## src/rtl/sevenseg_scan_if.sv

```systemverilog
// Bundles the scan controller's data, control and display signals.
// master: display user / board side (drives data, control and decoder segments)
// slave:  scan controller (drives decoder nibble, segments, anodes and status)
//   enable, load, value_in, dp_in, lz_suppress : control and display data
//   seg_in / hex_sel                           : shared hex-to-7-segment decoder
//   seg_out, dp_n, anode_n                     : active-low display drive
//   frame_done, pending                        : status
interface sevenseg_scan_if #(
  parameter int unsigned NUM_DIGITS = 4
) ();
  logic                      enable;
  logic                      load;
  logic [4*NUM_DIGITS-1:0]   value_in;
  logic [NUM_DIGITS-1:0]     dp_in;
  logic                      lz_suppress;
  logic [6:0]                seg_in;
  logic [3:0]                hex_sel;
  logic [6:0]                seg_out;
  logic                      dp_n;
  logic [NUM_DIGITS-1:0]     anode_n;
  logic                      frame_done;
  logic                      pending;

  modport master (
    output enable, load, value_in, dp_in, lz_suppress, seg_in,
    input  hex_sel, seg_out, dp_n, anode_n, frame_done, pending
  );

  modport slave (
    input  enable, load, value_in, dp_in, lz_suppress, seg_in,
    output hex_sel, seg_out, dp_n, anode_n, frame_done, pending
  );
endinterface

```

## src/rtl/sevenseg_scan_ctrl.sv

```systemverilog
// Time-multiplexed scan controller for NUM_DIGITS common-anode 7-segment digits
// sharing one external hex decoder. Each digit slot is REFRESH_DIV clocks: the first
// BLANK_CYCLES clocks keep all anodes off while the decoder settles, then the
// registered segments/anode for that digit are shown. Display data is double
// buffered: loads while scanning wait in pending registers until the frame wraps.
// Ports:
//   clk   : system clock, rising edge
//   rst_n : asynchronous active-low reset
//   bus   : sevenseg_scan_if slave modport (control, data, decoder, display drive)
module sevenseg_scan_ctrl #(
  parameter int unsigned NUM_DIGITS   = 4,
  parameter int unsigned REFRESH_DIV  = 50000,
  parameter int unsigned BLANK_CYCLES = 16
) (
  input logic           clk,
  input logic           rst_n,
  sevenseg_scan_if.slave bus
);

  localparam int unsigned IdxW = (NUM_DIGITS > 1) ? $clog2(NUM_DIGITS) : 1;
  localparam int unsigned CntW = (REFRESH_DIV > 1) ? $clog2(REFRESH_DIV) : 1;
  localparam int unsigned ValW = 4 * NUM_DIGITS;
  localparam logic [CntW-1:0] CntLast   = CntW'(REFRESH_DIV - 1);
  localparam logic [CntW-1:0] BlankLast = CntW'(BLANK_CYCLES - 1);
  localparam logic [IdxW-1:0] IdxLast   = IdxW'(NUM_DIGITS - 1);

  typedef enum logic [1:0] {StIdle, StBlank, StShow} state_e;

  state_e                state_q, state_d;
  logic [IdxW-1:0]       idx_q, idx_d;
  logic [CntW-1:0]       cnt_q, cnt_d;
  logic [6:0]            seg_q, seg_d;
  logic                  dp_n_q, dp_n_d;
  logic [NUM_DIGITS-1:0] anode_q, anode_d;
  logic                  frame_q, frame_d;
  logic                  pend_q, pend_d;
  logic [ValW-1:0]       pend_val_q, pend_val_d;
  logic [NUM_DIGITS-1:0] pend_dp_q, pend_dp_d;
  logic [ValW-1:0]       shad_val_q, shad_val_d;
  logic [NUM_DIGITS-1:0] shad_dp_q, shad_dp_d;

  logic                  wrap;
  logic                  boundary;
  logic                  zero_above;
  logic [NUM_DIGITS-1:0] supp_vec;
  logic [3:0]            cur_nib;
  logic                  cur_supp;

  // Digit i is a leading zero when it and every digit above it have a zero nibble
  // and an unlit decimal point; digit 0 always shows.
  always_comb begin
    zero_above = 1'b1;
    supp_vec   = '0;
    for (int i = NUM_DIGITS - 1; i >= 0; i--) begin
      zero_above  = zero_above & (shad_val_q[4*i +: 4] == 4'h0) & ~shad_dp_q[i];
      supp_vec[i] = bus.lz_suppress & zero_above & (i != 0);
    end
  end

  assign cur_nib  = shad_val_q[{idx_q, 2'b00} +: 4];
  assign cur_supp = supp_vec[idx_q];

  // Scan FSM: next state, slot position and registered display drive.
  always_comb begin
    state_d = state_q;
    idx_d   = idx_q;
    cnt_d   = cnt_q;
    seg_d   = seg_q;
    dp_n_d  = dp_n_q;
    anode_d = anode_q;
    frame_d = 1'b0;
    wrap    = 1'b0;

    unique case (state_q)
      StIdle: begin
        seg_d   = 7'h7F;
        dp_n_d  = 1'b1;
        anode_d = '1;
        idx_d   = '0;
        cnt_d   = '0;
        if (bus.enable) state_d = StBlank;
      end
      StBlank: begin
        cnt_d = cnt_q + 1'b1;
        if (cnt_q == BlankLast) begin
          state_d = StShow;
          // Suppressed digits simply stay dark for their whole slot.
          if (!cur_supp) begin
            seg_d          = bus.seg_in;
            dp_n_d         = ~shad_dp_q[idx_q];
            anode_d        = '1;
            anode_d[idx_q] = 1'b0;
          end
        end
      end
      StShow: begin
        if (cnt_q == CntLast) begin
          state_d = StBlank;
          cnt_d   = '0;
          seg_d   = 7'h7F;
          dp_n_d  = 1'b1;
          anode_d = '1;
          if (idx_q == IdxLast) begin
            idx_d   = '0;
            wrap    = 1'b1;
            frame_d = 1'b1;
          end else begin
            idx_d = idx_q + 1'b1;
          end
        end else begin
          cnt_d = cnt_q + 1'b1;
        end
      end
      default: state_d = StIdle;
    endcase

    // Disable wins over everything, including a frame wrap on the same edge.
    if (!bus.enable) begin
      state_d = StIdle;
      idx_d   = '0;
      cnt_d   = '0;
      seg_d   = 7'h7F;
      dp_n_d  = 1'b1;
      anode_d = '1;
      frame_d = 1'b0;
      wrap    = 1'b0;
    end
  end

  // Double buffer. Shadow may only change where no digit is being shown from it:
  // at the frame wrap, when dropping back to idle, or while idle.
  always_comb begin
    boundary   = wrap | (state_q == StIdle) | ~bus.enable;
    pend_d     = pend_q;
    pend_val_d = pend_val_q;
    pend_dp_d  = pend_dp_q;
    shad_val_d = shad_val_q;
    shad_dp_d  = shad_dp_q;
    if (boundary) begin
      pend_d = 1'b0;
      if (bus.load) begin
        shad_val_d = bus.value_in;
        shad_dp_d  = bus.dp_in;
      end else if (pend_q) begin
        shad_val_d = pend_val_q;
        shad_dp_d  = pend_dp_q;
      end
    end else if (bus.load) begin
      pend_d     = 1'b1;
      pend_val_d = bus.value_in;
      pend_dp_d  = bus.dp_in;
    end
  end

  always_ff @(posedge clk or negedge rst_n) begin
    if (!rst_n) begin
      state_q    <= StIdle;
      idx_q      <= '0;
      cnt_q      <= '0;
      seg_q      <= 7'h7F;
      dp_n_q     <= 1'b1;
      anode_q    <= '1;
      frame_q    <= 1'b0;
      pend_q     <= 1'b0;
      pend_val_q <= '0;
      pend_dp_q  <= '0;
      shad_val_q <= '0;
      shad_dp_q  <= '0;
    end else begin
      state_q    <= state_d;
      idx_q      <= idx_d;
      cnt_q      <= cnt_d;
      seg_q      <= seg_d;
      dp_n_q     <= dp_n_d;
      anode_q    <= anode_d;
      frame_q    <= frame_d;
      pend_q     <= pend_d;
      pend_val_q <= pend_val_d;
      pend_dp_q  <= pend_dp_d;
      shad_val_q <= shad_val_d;
      shad_dp_q  <= shad_dp_d;
    end
  end

  // Decoder sees the current digit's nibble from the first blank cycle on.
  assign bus.hex_sel    = (state_q == StIdle) ? 4'h0 : cur_nib;
  assign bus.seg_out    = seg_q;
  assign bus.dp_n       = dp_n_q;
  assign bus.anode_n    = anode_q;
  assign bus.frame_done = frame_q;
  assign bus.pending    = pend_q;

endmodule

```

## src/flat_wrapper.sv

```systemverilog
// flat-port wrapper written by rule: the top's interface ports become plain ports
module sevenseg_scan_ctrl_flat 
#(
  parameter int unsigned NUM_DIGITS   = 4,
  parameter int unsigned REFRESH_DIV  = 50000,
  parameter int unsigned BLANK_CYCLES = 16
)
  (clk, rst_n, bus_enable, bus_load, bus_value_in, bus_dp_in, bus_lz_suppress, bus_seg_in, bus_hex_sel, bus_seg_out, bus_dp_n, bus_anode_n, bus_frame_done, bus_pending);
  sevenseg_scan_if #(.NUM_DIGITS(NUM_DIGITS)) bus_i ();
  input logic clk;
  input logic rst_n;
  input wire logic [$bits(bus_i.enable)-1:0] bus_enable;
  input wire logic [$bits(bus_i.load)-1:0] bus_load;
  input wire logic [$bits(bus_i.value_in)-1:0] bus_value_in;
  input wire logic [$bits(bus_i.dp_in)-1:0] bus_dp_in;
  input wire logic [$bits(bus_i.lz_suppress)-1:0] bus_lz_suppress;
  input wire logic [$bits(bus_i.seg_in)-1:0] bus_seg_in;
  output wire logic [$bits(bus_i.hex_sel)-1:0] bus_hex_sel;
  output wire logic [$bits(bus_i.seg_out)-1:0] bus_seg_out;
  output wire logic [$bits(bus_i.dp_n)-1:0] bus_dp_n;
  output wire logic [$bits(bus_i.anode_n)-1:0] bus_anode_n;
  output wire logic [$bits(bus_i.frame_done)-1:0] bus_frame_done;
  output wire logic [$bits(bus_i.pending)-1:0] bus_pending;
  assign bus_i.enable = bus_enable;
  assign bus_i.load = bus_load;
  assign bus_i.value_in = bus_value_in;
  assign bus_i.dp_in = bus_dp_in;
  assign bus_i.lz_suppress = bus_lz_suppress;
  assign bus_i.seg_in = bus_seg_in;
  assign bus_hex_sel = bus_i.hex_sel;
  assign bus_seg_out = bus_i.seg_out;
  assign bus_dp_n = bus_i.dp_n;
  assign bus_anode_n = bus_i.anode_n;
  assign bus_frame_done = bus_i.frame_done;
  assign bus_pending = bus_i.pending;
  sevenseg_scan_ctrl #(.NUM_DIGITS(NUM_DIGITS), .REFRESH_DIV(REFRESH_DIV), .BLANK_CYCLES(BLANK_CYCLES)) u_core (.clk(clk), .rst_n(rst_n), .bus(bus_i));
endmodule
```

## config.mk

```make
export PLATFORM = sky130hd
export DESIGN_NAME = sevenseg_scan_ctrl_flat
export DESIGN_NICKNAME = d
export VERILOG_FILES = /design/src/rtl/sevenseg_scan_if.sv /design/src/rtl/sevenseg_scan_ctrl.sv /design/src/flat_wrapper.sv
export SDC_FILE = /design/constraint.sdc
export NUM_CORES = 1
export LEC_CHECK = 0
export CAP_MARGIN = 10
export CELL_PAD_IN_SITES_DETAIL_PLACEMENT = 0
export CELL_PAD_IN_SITES_GLOBAL_PLACEMENT = 1
export CORE_MARGIN = 4
export CORE_UTILIZATION = 44
export CTS_CLUSTER_DIAMETER = 120
export DETAILED_ROUTE_END_ITERATION = 16
export GPL_TIMING_DRIVEN = 0
export PLACE_DENSITY = 0.82
export RECOVER_POWER = 100
export SYNTH_ARGS = -nofsm -noshare
export SYNTH_HDL_FRONTEND = slang
export SYNTH_SLANG_ARGS = --single-unit
```

## constraint.sdc

```tcl
create_clock -name clk -period 2.5 [get_ports clk]
set_input_delay 0.5 -clock clk [delete_from_list [all_inputs] [get_ports clk]]
set_output_delay 0.5 -clock clk [all_outputs]
set_load 0.01 [all_outputs]
```

==> flow_metrics.tcl <==
set metrics [dict create \
    status "finished, violations left" \
    violations "max-capacitance violations, max-slew violations" \
    reg2reg_from "u_core.cnt_q[11]" \
    cts_root_buf "clkbuf_8" \
    fp.dieW_um 108 \
    synth_xor_area_share_pct 1.40 \
    crit_fanout 10 \
    first_pass_iters 5 \
    critPathSlowestCell "or3_4" \
    cts_max_level 3 \
    final_antenna_net_count 0 \
    wl_per_cell_um 16.9 \
    ff2ff_setup_slack_ns 0.12 \
    core_um2 9730 \
    synthAdderAreaFrac_pct 2.57 \
    rows 36 \
    cts_tree "yes" \
    worstPathArrival_ns 2.66 \
    power.total_mw 4.73 \
    place_inst 643 \
    viasPerCell 5.69 \
    fin_tns_setup_ns 0 \
    r2r_cells 7 \
    max_freq_ghz 0.420 \
    reg2reg_to "u_core.pend_val_q[6]" \
    routed_wirelength_mm 11.2 \
    grt_overflow 0 \
    instances_no_fill 660 \
    fill_cells 901 \
    drive_above_1_share_pct 12.7 \
    synthDistinctLibCells 58 \
    synthMuxAreaShare_pct 6.79 \
    fp.dieH_um 108 \
    n_antenna_cell 0 \
    hp-start "u_core.bus.seg_out[0]" \
    p_leak_nw 2.26 \
    synthesis.area_um2 4380 \
    clk_pin_slew_worst_paths_ns 0.08 \
    crit_chain "or3_4 -> nor3_4 -> nand4_2 -> nand3_1 -> buf_4 -> buf_4 -> o2bb2ai_1" \
    worstHoldPathCells 2 \
    drv_cap 1 \
    final_max_slew_viol_count 32 \
    rsz0062_at_grt "no" \
    hold_viol_final 0 \
    hold_path.class "reg -> reg" \
    route.vias.total 3756 \
    ys_seq_area_share_pct 42.6 \
    grt_start_max_net_pins 44 \
    period_minus_slack_ns 2.38 \
    grt_pass1_wl_mm 18.5 \
    p_per_area_nw_per_um2 893 \
    relSlewSlack_pct -20.1 \
    async_flop_share_pct 100 \
    synth_seq_cells 74 \
    syn_inst 461 \
    synth_flop_cell "dfrtp_1" \
    setup_viol 0 \
    syn-num-nets 502 \
    syn_to_final_growth_pct 20.7 \
    ys_warn_count 0 \
    io_buffers 48 \
    clockBufferDepth 2 \
    postSynthAreaPerCell_um2 9.51 \
    synth_edf_count 0 \
    drc 0 \
    grt.total_usage_pct 20.2 \
    final_area_um2 5290 \
    finalClockSkew_ns 0.0116 \
    die-area_um2 11600 \
    peakVddDrop_uv 291 \
    antenna_found_initial 0 \
    synth_top_family_by_area "simple AND/OR/NAND/NOR gates" \
    final_nets 563 \
    gp_congestion 0.836 \
    synth_compound_area_share_pct 19.4 \
    start_util_pct 45.1 \
    critPathCaptureType "register" \
    crit_top_cell "buf_4" \
    fin_crit_sh_pct 95.3 \
    required_ns 2.77 \
    hold_end "u_core.bus.seg_out[0]" \
    io_pins 50 \
    crit_type "reg -> reg" \
    final_core_util_pct 54.4 \
    cts.sinks 74 \
    worstSkewPairLatency_ns 0.36 \
    worst_pin_slew_ns 1.80 \
    place_area_um2 5060 \
    grt_pass1_vias 3603 \
    slowest_delay_ns 0.45 \
    place_hpwl_mm 8.01 \
    synth-simple-area-share_pct 22.5 \
    cts_made_buffers 9 \
    critPathLaunchType "register" \
    drt_iter0_drc 257 \
]
## kinds of logic after synthesis
logic type | count (synthesis)
fa+ha+maj | 9
buf+inv | 44
flops | 74
mux | 21
xor+xnor | 7
compound gates | 126
simple gates | 180
## cell type report
cell class                 count  area (µm²)  area share (%)
tap                          133         166            3.14
clock inverter                 4        73.8            1.39
clock buffer                  12         155            2.93
multi-input combinational    343        2300            43.5
timing repair buffer          51         512            9.67
sequential                    74        1870            35.3
buffer                        32         176            3.33
inverter                      11        41.3           0.780
## stage by stage
step / setup slack [ns] / hold slack, ns
4_1_cts: 0.00256 / 0.0939
6_report: 0.116 / 0.468
3_3_place_gp: -1.77 / 0.453
3_5_place_dp: -0.317 / 0.460
2_1_floorplan: 0.411 / 0.204
5_1_grt: 0.0137 / 0.496
## routing by layer
| layer | vias up | share of wire, % | track usage [%] |
|---|---|---|---|
| li1 | 1812 | - | - |
| met1 | 1846 | 47 | 29.1 |
| met2 | 86 | 46 | 31.0 |
| met3 | 12 | 5.2 | 3.24 |
| met4 | 0 | 1.3 | 6.85 |
| met5 | - | 0 | 0 |
## how the worst max path moves through the flow
stage,start,end,slack [ns],cells past startpoint
after CTS,u_core.cnt_q[0],u_core.pend_val_q[11],0.003,7
after detailed placement,bus_enable,u_core.shad_val_q[1],-0.32,7
final,u_core.cnt_q[11],u_core.pend_val_q[6],0.12,7
after floorplan,u_core.state_q[0],u_core.shad_val_q[10],0.41,10
after global placement,rst_n,u_core.pend_val_q[10],-1.77,1
after global routing,u_core.cnt_q[11],u_core.pend_dp_q[1],0.01,7
## critical path: cells and delay by family (launching register included)
kind	cells	cell delay [ns]
AO/OA/AOI/OAI	1	0.13
buffers and inverters	2	0.46
flip-flops	1	0.44
AND/OR/NAND/NOR	4	1.25
## cell usage in the layout, fill, tap and decap left out, types with 17 or more instances in the layout
master / synthesis / final
o2bb2ai_1: 17 / 17
a21oi_1: 26 / 26
and3_1: 20 / 20
nor2_1: 26 / 26
nand2_1: 52 / 51
dfrtp_1: 62 / 62
o21ai_0: 21 / 21
clkdlybuf4s50_1: 0 / 29
clkbuf_1: 20 / 20
nand3_1: 21 / 21
nor2b_1: 25 / 25
## Yosys cell counts (15+ instances only)
cell type | n | share of area [%]
nand2_1 | 52 | 4.5
a211o_1 | 15 | 3.0
and3_1 | 20 | 2.9
dfrtp_1 | 62 | 35
o21ai_0 | 21 | 2.4
nand3_1 | 21 | 2.4
o22ai_1 | 16 | 2.3
a21oi_1 | 26 | 3.0
clkbuf_1 | 20 | 1.7
nor2b_1 | 25 | 3.6
nor2_1 | 26 | 2.2
o2bb2ai_1 | 17 | 3.4
## where the power goes
group / internal, mW / leakage, nW / switching, mW / total, mW
Combinational: 0.867 / 1.23 / 0.896 / 1.76
Sequential: 1.57 / 0.922 / 0.314 / 1.88
Clock: 0.617 / 0.117 / 0.461 / 1.08
## flip-flops by register name, summed over array words and instances (netlist names)
name                   count
u_core.cnt_q              16
u_core.pend_val_q         16
u_core.shad_val_q         16
u_core.bus.seg_out         7
u_core.bus.anode_n         4
u_core.pend_dp_q           4
u_core.shad_dp_q           4
u_core.idx_q               2
u_core.state_q             2
u_core.bus.dp_n            1
u_core.bus.frame_done      1
u_core.bus.pending         1
## repair_timing
action,4_1_cts,5_1_grt
setup endpoints to repair,4,40
setup buffers,0,2
pin swaps,0,0
hold buffers,0,0
resized for setup,6,7
(Power assumes the default switching activity.)
==> RTL change 1, RTL diff (config.mk and constraints unchanged) <==
Re-encode `state_e` (3 states) as one-hot, 3 bits wide.
--- a/src/rtl/sevenseg_scan_ctrl.sv
+++ b/src/rtl/sevenseg_scan_ctrl.sv
@@ -24,7 +24,7 @@
   localparam logic [CntW-1:0] BlankLast = CntW'(BLANK_CYCLES - 1);
   localparam logic [IdxW-1:0] IdxLast   = IdxW'(NUM_DIGITS - 1);
 
-  typedef enum logic [1:0] {StIdle, StBlank, StShow} state_e;
+  typedef enum logic [2:0] {StIdle = 3'b001, StBlank = 3'b010, StShow = 3'b100} state_e;
 
   state_e                state_q, state_d;
   logic [IdxW-1:0]       idx_q, idx_d;
Check against the original RTL: same outputs for any inputs over 10 cycles, from zero or initial values and one cycle with rst_n low; not proved beyond that.
==> RTL change 1 against the unedited design <==
  * The flow finishes with violations (capacitance limit, slew limit, setup timing)
  * First-iteration DRC count is 59% lower
  * Non-clock buffer count down 3
  * Sequential cell count increased by 1
  * Fmax down 5.6%
  * Setup slack worse by 0.14 ns
  * Synthesized area down 9.5%
  * Clock skew decreased by 0.0032 ns
  * Hold slack improved by 0.046 ns
  * Routed wire length is 16% lower
  * Power is 7.4% lower
  * Synthesized cell count shrank 16%
  * Utilization rose by 2.0 points
  * Final area down 6.7%
  * Critical path type unchanged
  * Largest power group unchanged
==> RTL change 1: results <==
metrics = {
    "routing": {
        "drtIter0Drc": 106,
        "wire_per_inst_um": 16.6,
        "first_pass_iters": 4,
        "dr_total_vias": 3157,
    },
    "timing": {
        "drv_slew": 38,
        "worst_slack_ns": -0.0255,
        "finalSetupTns_ns": -0.177,
        "setup_violations": 12,
        "tightest_slew_ns": 2.12,
        "fin_skew_ns": 0.00844,
    },
    "synth": {
        "synth_commonest_cells": "dfrtp_1 (62), nand2_1 (53), mux2_2 (32)",
        "synth_area_leaders": "dfrtp_1 (39%), mux2_2 (9.1%), dfstp_2 (8.6%)",
        "yosysUniqueCellTypes": 43,
        "syn_nets": 423,
    },
    "grt": {
        "grt_pass1_wl_um": 15200,
        "grt.total_usage": 0.185,
        "antenna_found_initial": 0,
    },
    "power": {
        "peakVddDrop_mv": 0.348,
        "p_leak_uw": 0.00202,
    },
    "placed_design": {
        "place_congestion": 0.821,
        "placed_area_um2": 4610,
        "portBuffers": 49,
        "dp_hpwl_um": 6670,
    },
    "flow_run": {
        "maxCapViolCount": 1,
    },
    "run_status": {
        "status": "finished with violations",
        "violations": "capacitance limit, slew limit, setup timing",
    },
    "worst_setup_path": {
        "worst_ep_arrival_time_ns": 2.80,
        "crit_path_max_incr_delay_ns": 0.58,
        "crit_fanout": 5,
    },
    "layout": {
        "drive_above_1_share": 0.203,
        "num-fill-cells": 777,
        "layout.nets": 490,
    },
    "clocking": {
        "ctsRootBufferMaster": "clkbuf_8",
    },
}
==> RTL change 1: final timing paths <==
path	start	end	slack [ns]	cells past startpoint
max in group asynchronous	rst_n	u_core.shad_val_q[12]$_DFFE_PN0P_	0.52	1
worst max register to register	u_core.cnt_q[12]$_DFFE_PN0N_	u_core.bus.anode_n[0]$_DFFE_PN1P_	-0.03	8
worst max-delay path	u_core.cnt_q[12]$_DFFE_PN0N_	u_core.bus.anode_n[0]$_DFFE_PN1P_	-0.03	8
worst min-delay path	u_core.pend_val_q[14]$_DFFE_PN0P_	u_core.pend_val_q[14]$_DFFE_PN0P_	0.51	1
worst min register to register	u_core.pend_val_q[14]$_DFFE_PN0P_	u_core.pend_val_q[14]$_DFFE_PN0P_	0.51	1
min in group asynchronous	rst_n	u_core.pend_val_q[0]$_DFFE_PN0P_	0.76	1
==> RTL change 1: layout make-up <==
class	instances	share of cell area
Multi-Input combinational cell	278	0.401
Sequential cell	75	0.383
Timing Repair Buffer	56	0.110
Clock buffer	10	0.0279
Tap cell	108	0.0274
Buffer	24	0.0253
Clock inverter	6	0.0180
Inverter	9	0.00684
==> RTL change 1: kinds of logic after synthesis <==
family | share of synthesized area
DFF | 0.477
AOI/OAI and AO/OA | 0.142
muxes | 0.122
adders and majority gates | 0.0158
xor gates and xnor gates | 0.00442
buffers and inverters | 0.0356
and+or+nand+nor | 0.203
==> RTL change 1: routing by layer <==
layer,track usage,vias to the layer above,part of all wire
met5,0,-,0
met4,0.0598,0,0.015
met3,0.0311,17,0.041
met2,0.292,68,0.48
met1,0.260,1546,0.47
li1,-,1526,-
==> RTL change 1: per-stage QoR <==
| step | std cells | hold slack, ns | util | setup slack, ns |
|---|---|---|---|---|
| 6_report | 566 | 0.514 | 0.564 | -0.0255 |
| 2_1_floorplan | 386 | 0.204 | - | 0.107 |
| 5_1_grt | 566 | 0.527 | 0.564 | -0.0969 |
| 4_1_cts | 562 | 0.131 | 0.556 | -0.0128 |
| 3_3_place_gp | 543 | 0.488 | 0.524 | -1.74 |
| 3_5_place_dp | 544 | 0.496 | 0.526 | -0.414 |
==> RTL change 1: where the power goes <==
group | switching, uW | internal (uW)
Clock | 466 | 589
Combinational | 709 | 743
Sequential | 271 | 1600
Total | 1450 | 2930
==> RTL change 1: what timing repair did <==
action / 4_1_cts / 5_1_grt
buffers inserted: 2 / 3
cloned: 0 / 1
endpoints found under the setup margin: 36 / 46
pin swaps: 2 / 3
resized for setup: 12 / 13
==> RTL change 1: worst reg2reg max path, stage by stage, from the launching register on <==
cell and delay [ns]:
dfrtp_1 0.43, or4_4 0.58, nor4_4 0.27, buf_4 0.18, nor2_2 0.06, a2111oi_4 0.33, buf_4 0.18, buf_6 0.13
mux2_4 0.30
==> RTL change 2, RTL diff (same settings) <==
Made on the original files. `NUM_DIGITS` is set to 4 in 3 places; all go to 16.
--- a/src/rtl/sevenseg_scan_if.sv
+++ b/src/rtl/sevenseg_scan_if.sv
@@ -6,7 +6,7 @@
 //   seg_out, dp_n, anode_n                     : active-low display drive
 //   frame_done, pending                        : status
 interface sevenseg_scan_if #(
-  parameter int unsigned NUM_DIGITS = 4
+  parameter int unsigned NUM_DIGITS = 16
 ) ();
   logic                      enable;
   logic                      load;
--- a/src/rtl/sevenseg_scan_ctrl.sv
+++ b/src/rtl/sevenseg_scan_ctrl.sv
@@ -8,7 +8,7 @@
 //   rst_n : asynchronous active-low reset
 //   bus   : sevenseg_scan_if slave modport (control, data, decoder, display drive)
 module sevenseg_scan_ctrl #(
-  parameter int unsigned NUM_DIGITS   = 4,
+  parameter int unsigned NUM_DIGITS   = 16,
   parameter int unsigned REFRESH_DIV  = 50000,
   parameter int unsigned BLANK_CYCLES = 16
 ) (
--- a/src/flat_wrapper.sv
+++ b/src/flat_wrapper.sv
@@ -1,7 +1,7 @@
 // flat-port wrapper written by rule: the top's interface ports become plain ports
 module sevenseg_scan_ctrl_flat 
 #(
-  parameter int unsigned NUM_DIGITS   = 4,
+  parameter int unsigned NUM_DIGITS   = 16,
   parameter int unsigned REFRESH_DIV  = 50000,
   parameter int unsigned BLANK_CYCLES = 16
 )
Ports: changed (resized bus_anode_n, bus_dp_in and bus_value_in); port bits go from 50 to 122. The function was not compared with the original's and may differ.
==> RTL change 2 against the unedited design <==
  * The flow finishes with violations (capacitance limit, slew limit, setup timing)
  * Largest cell class unchanged
  * Utilization up 11 points
  * Synthesized area is 130% higher
  * Critical path type is now flip-flop to output port
  * Critical endpoint is now bus_hex_sel[0]
  * Sequential cell count up 134
  * Final area grew to 2.7 times the old value
  * Sequential share of layout area grew 1.4 points
  * Routed wire length increased by 150%
  * Largest power group unchanged
  * Non-clock buffer count grew 132
  * Power is 130% higher
  * Setup slack got worse by 0.60 ns
  * Count of clock-buffer cells in the layout grew 21
==> RTL change 2: results <==
metrics = {
    "run_status": {
        "status": "finished with violations",
        "violations": "capacitance limit, slew limit, setup timing",
    },
    "worst_setup_path": {
        "reg2reg_depth": 9,
        "crit_fanout": 5,
        "r2r_slack_ns": -0.32,
        "cp_slowest_cell": "mux4_2",
        "crit_path_max_incr_delay_ns": 0.54,
        "cp-startpoint": "u_core.idx_q[0]$_DFFE_PN0P_",
        "path_delay_family": "multiplexers",
        "worst_ep_arrival_time_ns": 2.48,
        "r2r_start": "u_core.cnt_q[4]$_DFFE_PN0N_",
    },
    "power": {
        "p_comb_uw": 2630,
        "net-switching-power_uw": 3060,
        "p_leak_uw": 0.00608,
    },
    "routing": {
        "routed-wl-met2_um": 13700,
        "drt-total-wl_um": 27600,
        "route.met3.wl_um": 1510,
        "viasPerCell": 5.75,
    },
    "placed_design": {
        "placed_area_um2": 11500,
        "place_congestion": 0.867,
        "pre_cts_ws_ns": -0.690,
    },
    "synth": {
        "synthAdderAreaFrac": 0.0114,
        "synth_compound_area_frac": 0.0913,
        "synth_area_leaders": "dfrtp_1 (46%), mux2_2 (9.1%), mux2i_1 (8.3%)",
        "synth_mux_area_frac": 0.231,
        "syn_nets": 910,
        "ys_seq_area_frac": 0.528,
        "synth_commonest_cells": "dfrtp_1 (184), nor2_1 (114), a21oi_1 (86)",
    },
    "timing": {
        "drv_slew": 90,
        "tightest_slew_ns": 2.27,
        "setup_violations": 188,
        "worst_slack_ns": -0.484,
    },
    "grt": {
        "met1_usage": 0.284,
        "grt_pass1_wl_um": 41300,
        "global_route.usage.met3": 0.0309,
        "met2_usage": 0.340,
    },
    "flow_run": {
        "maxCapViolCount": 1,
    },
    "min_path": {
        "hold-path-endpoint": "u_core.pend_val_q[24]$_DFFE_PN0P_",
    },
    "layout": {
        "layout.nets": 1105,
        "num-fill-cells": 1596,
    },
    "clocking": {
        "htree_levels": 1,
        "clkLatencyLatePin_ns": 0.52,
        "clkTransAtPathRegs_ns": 0.06,
    },
}
RTL change 2: cell types whose count changed in the layout (fill, tap and decap cells not counted), moves of 61 or more:
cell,before,now
a21oi_2,0,72
clkdlybuf4s50_1,29,90
dfrtp_1,62,184
mux2_4,0,80
mux2i_1,7,82
nor2_1,26,91
RTL change 2: through the flow:
| stage | utilization | TNS (ns) | instances | hold WS (ns) | power, uW |
|---|---|---|---|---|---|
| floorplan | - | 0 | 809 | 0.204 | 5700 |
| global placement | 0.523 | -1649.34 | 1210 | 0.486 | 6370 |
| detailed placement | 0.524 | -83.72 | 1211 | 0.492 | 6440 |
| CTS | 0.607 | -6.16 | 1282 | 0.0350 | 10500 |
| global route | 0.651 | -77.70 | 1301 | 0.512 | 11500 |
| finish | 0.651 | -47.20 | 1301 | 0.506 | 11000 |
RTL change 2: worst max-delay path by stage:
stage | end | slack [ns] | cells after the start
final | bus_hex_sel[0] | -0.48 | 6
after detailed placement | bus_hex_sel[0] | -0.69 | 6
after global placement | u_core.pend_val_q[45]$_DFFE_PN0P_ | -7.85 | 1
after floorplan | bus_hex_sel[1] | 0.12 | 5
after global routing | bus_hex_sel[0] | -0.51 | 6
after CTS | bus_hex_sel[0] | -0.55 | 6
RTL change 2: final cells by class:
| class | count | area share |
|---|---|---|
| flip-flops and latches | 208 | 0.366 |
| clock buffers | 33 | 0.0464 |
| plain buffers | 40 | 0.0314 |
| clock inverters | 9 | 0.0104 |
| well taps | 280 | 0.0245 |
| multi-input cells | 546 | 0.373 |
| repair buffers | 175 | 0.145 |
| inverters | 10 | 0.00263 |
RTL change 2: timing repair:
action                                  4_1_cts  5_1_grt
resized for setup                           171      214
gates cloned                                 10       16
hold buffers                                  0        0
pin swaps                                     7       14
setup buffers                                19       16
endpoints found under the setup margin      189      199
